===== config.mk =====
export PLATFORM = sky130hd
export DESIGN_NAME = mprf_regfile
export DESIGN_NICKNAME = d
export VERILOG_FILES = /design/src/rtl/mprf_pkg.sv /design/src/rtl/mprf_scoreboard.sv /design/src/rtl/mprf_regfile.sv
export SDC_FILE = /design/constraint.sdc
export NUM_CORES = 2
export LEC_CHECK = 0
export CAP_MARGIN = 10
export CORE_UTILIZATION = 47
export CTS_CLUSTER_SIZE = 10
export DETAILED_ROUTE_END_ITERATION = 8
export SYNTH_ARGS = -nofsm -noshare
export SYNTH_HDL_FRONTEND = slang
export SYNTH_SLANG_ARGS = --single-unit

===== constraint.sdc =====
create_clock -name clk -period 4 [get_ports clk]
set_input_delay 0.8 -clock clk [delete_from_list [all_inputs] [get_ports clk]]
set_output_delay 0.8 -clock clk [all_outputs]
set_load 0.005 [all_outputs]

===== src/rtl/mprf_pkg.sv =====
// -----------------------------------------------------------------------------
// mprf_pkg
// Shared types and defaults for the multi-port register file slice.
//   DEF_DATA_W / DEF_NREG : default register width and register count
//   addr_w()              : register address width for a given register count
//   state_e               : init-sweep FSM states (INIT, RUN)
//   reg_addr_t/reg_data_t : address/data types at the default sizes
// -----------------------------------------------------------------------------
package mprf_pkg;

    localparam int DEF_DATA_W = 32;
    localparam int DEF_NREG   = 32;

    function automatic int addr_w(input int nreg);
        return (nreg > 1) ? $clog2(nreg) : 1;
    endfunction

    localparam int DEF_AW = addr_w(DEF_NREG);

    typedef enum logic {
        INIT = 1'b0,
        RUN  = 1'b1
    } state_e;

    typedef logic [DEF_AW-1:0]     reg_addr_t;
    typedef logic [DEF_DATA_W-1:0] reg_data_t;

endpackage


===== src/rtl/mprf_scoreboard.sv =====
// -----------------------------------------------------------------------------
// mprf_scoreboard
// One busy bit per architectural register, marking a pending producer.
// Ports:
//   clk, rst     : clock, asynchronous active-low reset (clears all busy bits)
//   run_i        : regfile is out of its init sweep; while low, busy is held 0
//   set_en_i/set_addr_i : issue-side destinations to mark busy
//   wen_i/waddr_i       : write-back commits that clear busy
//   flush_i      : clear every busy bit
//   raddr_i      : read addresses to look up
//   rbusy_o      : per-read-port busy, bypassed by a same-cycle write-back
// Next busy per register r != 0: flush ? 0 : set ? 1 : write ? 0 : hold.
// A same-cycle set is only visible on the following cycle.
// -----------------------------------------------------------------------------
module mprf_scoreboard
    import mprf_pkg::*;
#(
    parameter int NREG = DEF_NREG,
    parameter int NRD  = 4,
    parameter int NWR  = 2
) (
    input  logic                          clk,
    input  logic                          rst,
    input  logic                          run_i,
    input  logic [NWR-1:0]                set_en_i,
    input  logic [NWR*$clog2(NREG)-1:0]   set_addr_i,
    input  logic [NWR-1:0]                wen_i,
    input  logic [NWR*$clog2(NREG)-1:0]   waddr_i,
    input  logic                          flush_i,
    input  logic [NRD*$clog2(NREG)-1:0]   raddr_i,
    output logic [NRD-1:0]                rbusy_o
);

    localparam int AW = $clog2(NREG);

    logic [NREG-1:0] busy_q;
    logic [NREG-1:0] busy_d;
    logic            set_hit;
    logic            clr_hit;
    logic            rd_hit;
    logic [AW-1:0]   ra;

    always_comb begin
        busy_d  = busy_q;
        set_hit = 1'b0;
        clr_hit = 1'b0;
        for (int r = 1; r < NREG; r++) begin
            set_hit = 1'b0;
            clr_hit = 1'b0;
            for (int j = 0; j < NWR; j++) begin
                if (set_en_i[j] && (set_addr_i[j*AW +: AW] == AW'(r))) begin
                    set_hit = 1'b1;
                end
                if (wen_i[j] && (waddr_i[j*AW +: AW] == AW'(r))) begin
                    clr_hit = 1'b1;
                end
            end
            // newer producer (set) beats the retiring one (clear); flush beats all
            if (flush_i) begin
                busy_d[r] = 1'b0;
            end else if (set_hit) begin
                busy_d[r] = 1'b1;
            end else if (clr_hit) begin
                busy_d[r] = 1'b0;
            end
        end
        busy_d[0] = 1'b0;
        if (!run_i) begin
            busy_d = '0;
        end
    end

    always_ff @(posedge clk or negedge rst) begin
        if (!rst) begin
            busy_q <= '0;
        end else begin
            busy_q <= busy_d;
        end
    end

    always_comb begin
        rbusy_o = '0;
        ra      = '0;
        rd_hit  = 1'b0;
        for (int i = 0; i < NRD; i++) begin
            ra     = raddr_i[i*AW +: AW];
            rd_hit = 1'b0;
            for (int j = 0; j < NWR; j++) begin
                if (wen_i[j] && (waddr_i[j*AW +: AW] == ra)) begin
                    rd_hit = 1'b1;
                end
            end
            // a write-back landing this cycle means the value is already available
            rbusy_o[i] = run_i && (ra != '0) && busy_q[ra] && !rd_hit;
        end
    end

endmodule


===== src/rtl/mprf_regfile.sv =====
// -----------------------------------------------------------------------------
// mprf_regfile
// Multi-port GPR file with write-back forwarding, register scoreboard and a
// reset-time zeroing sweep. r0 reads as zero and is never busy.
// Ports:
//   clk, rst   : clock, asynchronous active-low reset
//   init_done  : 1 once the zeroing sweep has finished, until the next reset
//   raddr/rdata: NRD combinational read ports with forwarding from wdata
//   rbusy      : per-read-port scoreboard busy
//   wen/waddr/wdata : NWR write-back ports; higher index is the younger write
//   set_en/set_addr : NWR issue ports marking destinations busy
//   flush      : clear all busy bits
// Optional (MPRF_DBG_PORT_EN defined):
//   dbg_addr/dbg_data : registered 1-cycle array peek, no forwarding
//
// FSM states:
//   state | meaning
//   INIT  | zeroing rf[cnt], cnt 1..NREG-1; all inputs ignored, reads give 0
//   RUN   | normal operation
// -----------------------------------------------------------------------------
module mprf_regfile
    import mprf_pkg::*;
#(
    parameter int DATA_W = DEF_DATA_W,
    parameter int NREG   = DEF_NREG,
    parameter int NRD    = 4,
    parameter int NWR    = 2
) (
    input  logic                          clk,
    input  logic                          rst,
    output logic                          init_done,
    input  logic [NRD*$clog2(NREG)-1:0]   raddr,
    output logic [NRD*DATA_W-1:0]         rdata,
    output logic [NRD-1:0]                rbusy,
    input  logic [NWR-1:0]                wen,
    input  logic [NWR*$clog2(NREG)-1:0]   waddr,
    input  logic [NWR*DATA_W-1:0]         wdata,
    input  logic [NWR-1:0]                set_en,
    input  logic [NWR*$clog2(NREG)-1:0]   set_addr,
    input  logic                          flush
`ifdef MPRF_DBG_PORT_EN
   ,input  logic [$clog2(NREG)-1:0]       dbg_addr
   ,output logic [DATA_W-1:0]             dbg_data
`endif
);

    localparam int            AW       = $clog2(NREG);
    localparam logic [AW-1:0] LAST_REG = AW'(NREG - 1);

    state_e        state_q;
    logic [AW-1:0] cnt_q;
    logic          init_done_q;
    logic          run;

    logic [DATA_W-1:0] rf_q [NREG];

    logic [NWR-1:0] wen_eff;
    logic [NWR-1:0] set_eff;
    logic           flush_eff;

    logic [AW-1:0]     ra;
    logic [DATA_W-1:0] rd;

    // init sweep: rf[0] is never written since reads of r0 are forced to zero
    always_ff @(posedge clk or negedge rst) begin
        if (!rst) begin
            state_q     <= INIT;
            cnt_q       <= AW'(1);
            init_done_q <= 1'b0;
        end else begin
            case (state_q)
                INIT: begin
                    if (cnt_q == LAST_REG) begin
                        state_q     <= RUN;
                        init_done_q <= 1'b1;
                    end else begin
                        cnt_q <= cnt_q + AW'(1);
                    end
                end
                RUN: begin
                    state_q <= RUN;
                end
                default: begin
                    state_q <= INIT;
                end
            endcase
        end
    end

    assign run       = (state_q == RUN);
    assign init_done = init_done_q;

    assign wen_eff   = run ? wen    : '0;
    assign set_eff   = run ? set_en : '0;
    assign flush_eff = run & flush;

    // array has no reset; the sweep zeroes it instead
    always_ff @(posedge clk) begin
        if (!run) begin
            rf_q[cnt_q] <= '0;
        end else begin
            // ascending loop: the highest-index port to an address is stored
            for (int j = 0; j < NWR; j++) begin
                if (wen[j] && (waddr[j*AW +: AW] != '0)) begin
                    rf_q[waddr[j*AW +: AW]] <= wdata[j*DATA_W +: DATA_W];
                end
            end
        end
    end

    always_comb begin
        rdata = '0;
        ra    = '0;
        rd    = '0;
        for (int i = 0; i < NRD; i++) begin
            ra = raddr[i*AW +: AW];
            rd = '0;
            if (run && (ra != '0)) begin
                rd = rf_q[ra];
                // younger write port overrides older ones
                for (int j = 0; j < NWR; j++) begin
                    if (wen[j] && (waddr[j*AW +: AW] == ra)) begin
                        rd = wdata[j*DATA_W +: DATA_W];
                    end
                end
            end
            rdata[i*DATA_W +: DATA_W] = rd;
        end
    end

    mprf_scoreboard #(
        .NREG (NREG),
        .NRD  (NRD),
        .NWR  (NWR)
    ) u_scoreboard (
        .clk        (clk),
        .rst        (rst),
        .run_i      (run),
        .set_en_i   (set_eff),
        .set_addr_i (set_addr),
        .wen_i      (wen_eff),
        .waddr_i    (waddr),
        .flush_i    (flush_eff),
        .raddr_i    (raddr),
        .rbusy_o    (rbusy)
    );

`ifdef MPRF_DBG_PORT_EN
    logic [DATA_W-1:0] dbg_data_q;
    logic [DATA_W-1:0] dbg_data_d;

    always_comb begin
        dbg_data_d = '0;
        if (run && (dbg_addr != '0)) begin
            dbg_data_d = rf_q[dbg_addr];
        end
    end

    always_ff @(posedge clk or negedge rst) begin
        if (!rst) begin
            dbg_data_q <= '0;
        end else begin
            dbg_data_q <= dbg_data_d;
        end
    end

    assign dbg_data = dbg_data_q;
`endif

endmodule

* Yosys cells after proc, flatten, opt, wreduce, memory -nomap -nowiden *
Memory sizes are Yosys's and may differ from the RTL's.
Index checks and enable logic that the tools add are counted.

storage, ports and cells
  register bits = 39
  RAM bits = 1,024
  input bits = 111
  output and inout port bits = 133
  logic and storage cells = 635
  memories kept = 1

operators by class
  $add $sub $neg = 1
  $lt $le $gt $ge = 4
  eq/ne operators = 164
  mux-type cells = 260
  bitwise logic cells = 3
  reductions and logical operators = 167

memory list
  memory  depth  width  rd ports  clocked after memory_dff  wr ports  RTL line            RTL
  rf_q    32     32     4         0                         2         mprf_regfile.sv:55  logic [DATA_W-1:0] rf_q [NREG];

operators with widths
  kind                   count
  $mux W32               14
  $eq A5 B5 Y1 const B   65
  $mux W1                238
  $eq A5 B4 Y1 const B   32
  $logic_and A1 B1 Y1    154
  $ne A4 B1 Y1 const B   31
  $eq A5 B3 Y1 const B   16
  $eq A5 B2 Y1 const B   8
  $eq A5 B5 Y1           8
  $reduce_or A32 Y1      1
  $reduce_bool A5 Y1     6
  $lt A5 B6 Y1 const B   4
  $bmux W1 S5            4
  $eq A5 B1 Y1 const B   4
  $add A5 B1 Y5 const B  1
  $mux W5                1
  $logic_not A1 Y1       4
  $mux W2                2
  $reduce_and A2 Y1      2
  $not A1 Y1             2
  $pmux W1 S2            1
  $and A1 B1 Y1          1

* Longest topological paths before layout *
  depth in word-level cells = 8
  depth in mapped cells = 10
  depth with buffers taken out = 6

* Cells and area by module *
A second synthesis with hierarchy kept.

unflattened totals
  cells, all modules = 6,741
  area, all modules = 80,941.4 um2

by module, submodules not included
  module           instances  cells an instance  area an instance (um2)  seq. area each (um2)
  mprf_regfile     1          6,319              77,205.3                30,925.9
  mprf_scoreboard  1          422                3,736.1                 775.7

* Worst setup path before layout *
No wires, ideal clock.

  kind = input to register
  start point = in waddr[1]
  end point = mem rf_q[10][0] (netlist name), enable pin
  setup time = 0.433 ns
  arrival time = 3.826 ns
  required time = 3.567 ns
  setup slack = -0.259 ns
  cell stages on the path = 7
  path buffers = 2
  cells stage by stage = clkbuf_1 > nor2_1 > a31oi_1 > clkbuf_1 > mux2i_1 > nand2_1 > o22ai_1

RTL lines
  item                RTL line            RTL
  start: declaration  mprf_regfile.sv:36  input logic [NWR*$clog2(NREG)-1:0] waddr,
  end: declaration    mprf_regfile.sv:55

* Worst setup path in the final report *
  start point = in raddr[0]
  end point = out rdata[26]

on the way
  longest elaborated chain between the ends = 5
  elaborated cells between the ends (all ways) = 10
  classes of those cells = eq/ne: 2; mux: 3; reduce/logical: 4; memory: 1

RTL lines
  item                                                                     RTL line             RTL
  start: declaration                                                       mprf_regfile.sv:32   input logic [NRD*$clog2(NREG)-1:0] raddr,
  parallel branches: the longest is 4 deep, another holds $mem_v2 Z32 W32  --
  $mux W32 *                                                               mprf_regfile.sv:118  if (run && (ra != '0)) begin
  end: declaration                                                         mprf_regfile.sv:33   output logic [NRD*DATA_W-1:0] rdata,

Every way passes the cells marked *.

==> results.md <==
* Row count at ~150
* Max VDD drop at between 0.4 and 0.5 mV
* Post-route DRC at between 40 and 50
* Req. time, crit path at about 3.2 ns
* Multiplexer area fraction after synthesis at 0.347
* Die Y at just over 400 µm
* Yosys top cell by area: edfxtp_1
* Syn Area/Cell at between 10 and 15 µm²
* CP Launch Type: input pin
* Cts bufs inserted at about 130
* Gpl congestion at between 1 and 1.5
* Crit path to: rdata[26]
* Initial Util at 0.473
* Power per cell area at 303 nW/µm²
* Synthesized area at approximately 80000 µm²
* I/O Buffers at around 240
* Adder-cell share of the synthesized area at 0.000312
* Worst r2r path cells at 8
* Die Span X at between 400 and 500 µm
* Worst path slowest cell: mux4_2
* Relative slew margins at 0.254
* Core Area at 169000 µm²
* Reg2reg end: rf_q[31][10]
* Fraction of layout cells with a size suffix above 1 at 0.380
* Clk buf depth at 3
* Syn nets at 6717
* Clock transition at the registers of the reported paths at ~0.050 ns
* Worst skew pair latency at 0.84 ns
* Final period utilization at 1.05
* Worst r2r src: run
* First-pass GRT wire length at about 540000 µm
* Final #Nets at roughly 7400
* Total track usage at 0.447
* Worst-path maximum fanout at 12
* Seq/Total Area, Yosys at 0.396
* Synth Area in Simple Gates at 0.0833
* Commonest non-fill, non-tap cell in the layout: nand2_1
* CP Launch Point: raddr[0]
* Detailed Routing Iterations Pass 1 at 9
* Final ANT Viol Nets at 0
* GR Overflow Total at 0
* Status: complete, but fails checks
* Max cap viols at 0
* Top FF cell, synth: edfxtp_1
* Setup violators final at 43
* R2R Setup Slk at 1.09 ns
* Crit path arrival time at 3.39 ns
* Clock sinks at between 1000 and 1500
* Compound-Gate Fraction of Synth Area at 0.119
* Root Driver: clkbuf_16
* Fmax at about 240 MHz
* Clock tree from TritonCTS: done
* Cell Count, Final, Fillers Out at between 9000 and 10000
* DR WL/cell at 40.8 µm
* Failing checks: design-rule violations, negative setup slack
* Initial drt markers at between 10000 and 15000
* Post-synthesis cell type count at 62
* Post-synth ARST share at 0.0358
* Area Growth Syn to Fin at 25.9%
* Detailed Route WL at between 300000 and 400000 µm
* Boundary Pins at 244
* Inst Count DP at around 9100
* Final Power at 30.6 mW
* Slowest cell delay on critical path at between 0.6 and 0.7 ns
* Vias/cell at between 7 and 8
* Crit-path cells: buf_16 > buf_12 > buf_8 > buf_16 > mux4_1 > mux4_2 > a222oi_1 > nand2_1 > dlygate4sd2_1
* Worst-Margin Slew at about 1.1 ns
* Final Worst Setup Slack at -0.195 ns
* RSZ-0062 raised after global routing: yes
* Largest family of logic cells by synthesized area: multiplexers
* Class of the worst hold path: input pin to asynchronous set/reset pin
* Synth Instances at approximately 6600
* Number of global-route vias before repair at 68600
* Initial antenna violation count at 29
* EDFF count, synth at roughly 1000
* Synth top area share at 0.384
* Synth Area in XOR/XNOR at 0.00470
* Hold Violations, Final at 0
* Largest net degree at the start of global routing at 61
* Final HPWL DP at about 260000 µm
* Fin Setup TNS at -2.05 ns
* Final Max Tran Viols at 0
* Leakage at between 30 and 40 nW
* Area contributors post-synth: edfxtp_1, mux4_2, o21ai_0
* Vias at ~72000
* CP Capture Type: output pin
* Seq cells post-synth at 1062
* Min Tclk post-route at roughly 4.2 ns
* Most frequent cells in the layout: nand2_1, mux4_2, o21ai_0, edfxtp_1, buf_4
* Crit path kind: input pin to output pin
* Worst slack, placed at -0.909 ns
* Die Footprint at between 150000 and 200000 µm²
* Post-route clock skew at ~0.04 ns
* Ys Warns at 0
* Final hold slack at between 0.08 and 0.09 ns
* FILL cells at between 10000 and 15000
* Most used cell, CP: buf_16
* H-tree depth at 4
==> state kept, by name (all words and copies together), names as in the netlist <==
signal               cells
run                      1
cnt_q                    5
init_done                1
u_scoreboard.busy_q     31
rf_q                  1024
==> where the power goes <==
group          internal, mW  switching (mW)  total [mW]
Sequential             12.3          0.0448        12.4
Combinational          2.87            3.77        6.64
Clock                  6.43            5.19        11.6
Total                  21.6            9.00        30.6
==> critical path, delay by kind of cell <==
| kind | cells | cell delay (ns) |
|---|---|---|
| AND/OR/NAND/NOR | 1 | 0.11 |
| buffers and inverters | 5 | 0.87 |
| AO/OA/AOI/OAI | 1 | 0.38 |
| multiplexers | 2 | 1.20 |
==> final cells by class <==
| class | instances | area [µm²] | area share |
|---|---|---|---|
| Antenna cell | 23 | 57.6 | 0.000571 |
| Clock buffer | 162 | 3500 | 0.0347 |
| Clock inverter | 37 | 499 | 0.00495 |
| Inverter | 46 | 178 | 0.00176 |
| Multi-Input combinational cell | 4609 | 46000 | 0.456 |
| Sequential cell | 1062 | 31700 | 0.314 |
| Tap cell | 2218 | 2780 | 0.0275 |
| Timing Repair Buffer | 1420 | 16100 | 0.160 |
==> synthesized netlist by cell type, types with 58 or more instances <==
cell type	n
a22oi_1	127
nor2b_1	80
o21ai_0	1064
a222oi_1	61
mux4_1	72
a211oi_1	94
mux4_2	1072
nor2_1	117
buf_2	180
clkbuf_1	581
o22ai_1	58
nand2_1	1200
edfxtp_1	1024
buf_1	88
a21oi_1	122
mux2i_1	169
==> worst min path at each step <==
stage | from | slack, ns | cells after the start | end
after floorplan | init_done | 0.45 | 1 | init_done
after global placement | cnt_q[3] | 0.54 | 1 | cnt_q[3]
after detailed placement | cnt_q[3] | 0.55 | 1 | cnt_q[3]
after CTS | rst | 0.09 | 1 | u_scoreboard.busy_q[1]
after global routing | rst | 0.14 | 1 | u_scoreboard.busy_q[1]
final | rst | 0.09 | 1 | u_scoreboard.busy_q[1]
==> per-stage QoR <==
stage | util | area (µm²)
after detailed placement | 0.549 | 93000
after floorplan | - | 80300
after global routing | 0.596 | 101000
final | 0.596 | 101000
after global placement | 0.549 | 93000
after CTS | 0.589 | 99800
==> metal layers <==
metal | vias to the layer above | GRT usage | share of wire
li1 | 27500 | - | -
met4 | 30 | 0.349 | 0.098
met1 | 35600 | 0.542 | 0.32
met2 | 7299 | 0.628 | 0.42
met5 | - | 0.00556 | 0.00082
met3 | 1832 | 0.188 | 0.17
==> timing repair <==
action / CTS / global route
pin swaps: 136 / 125
hold buffers: 0 / 0
cloned: 20 / 4
buffers inserted: 147 / 97
setup endpoints to repair: 132 / 104
gates resized for setup: 541 / 223
==> cells by family (layout without fill, tap and decap cells) <==
kind of cell    count (synthesis)  after routing
mux                          1323           1323
fa+ha+maj                       2              2
xor+xnor                       43             43
flops                        1062           1062
compound gates               1640           1640
other cells                     0             23
simple gates                 1601           1601
buf+inv                       933           1665
No activity file was read; power rests on OpenSTA's default activity.
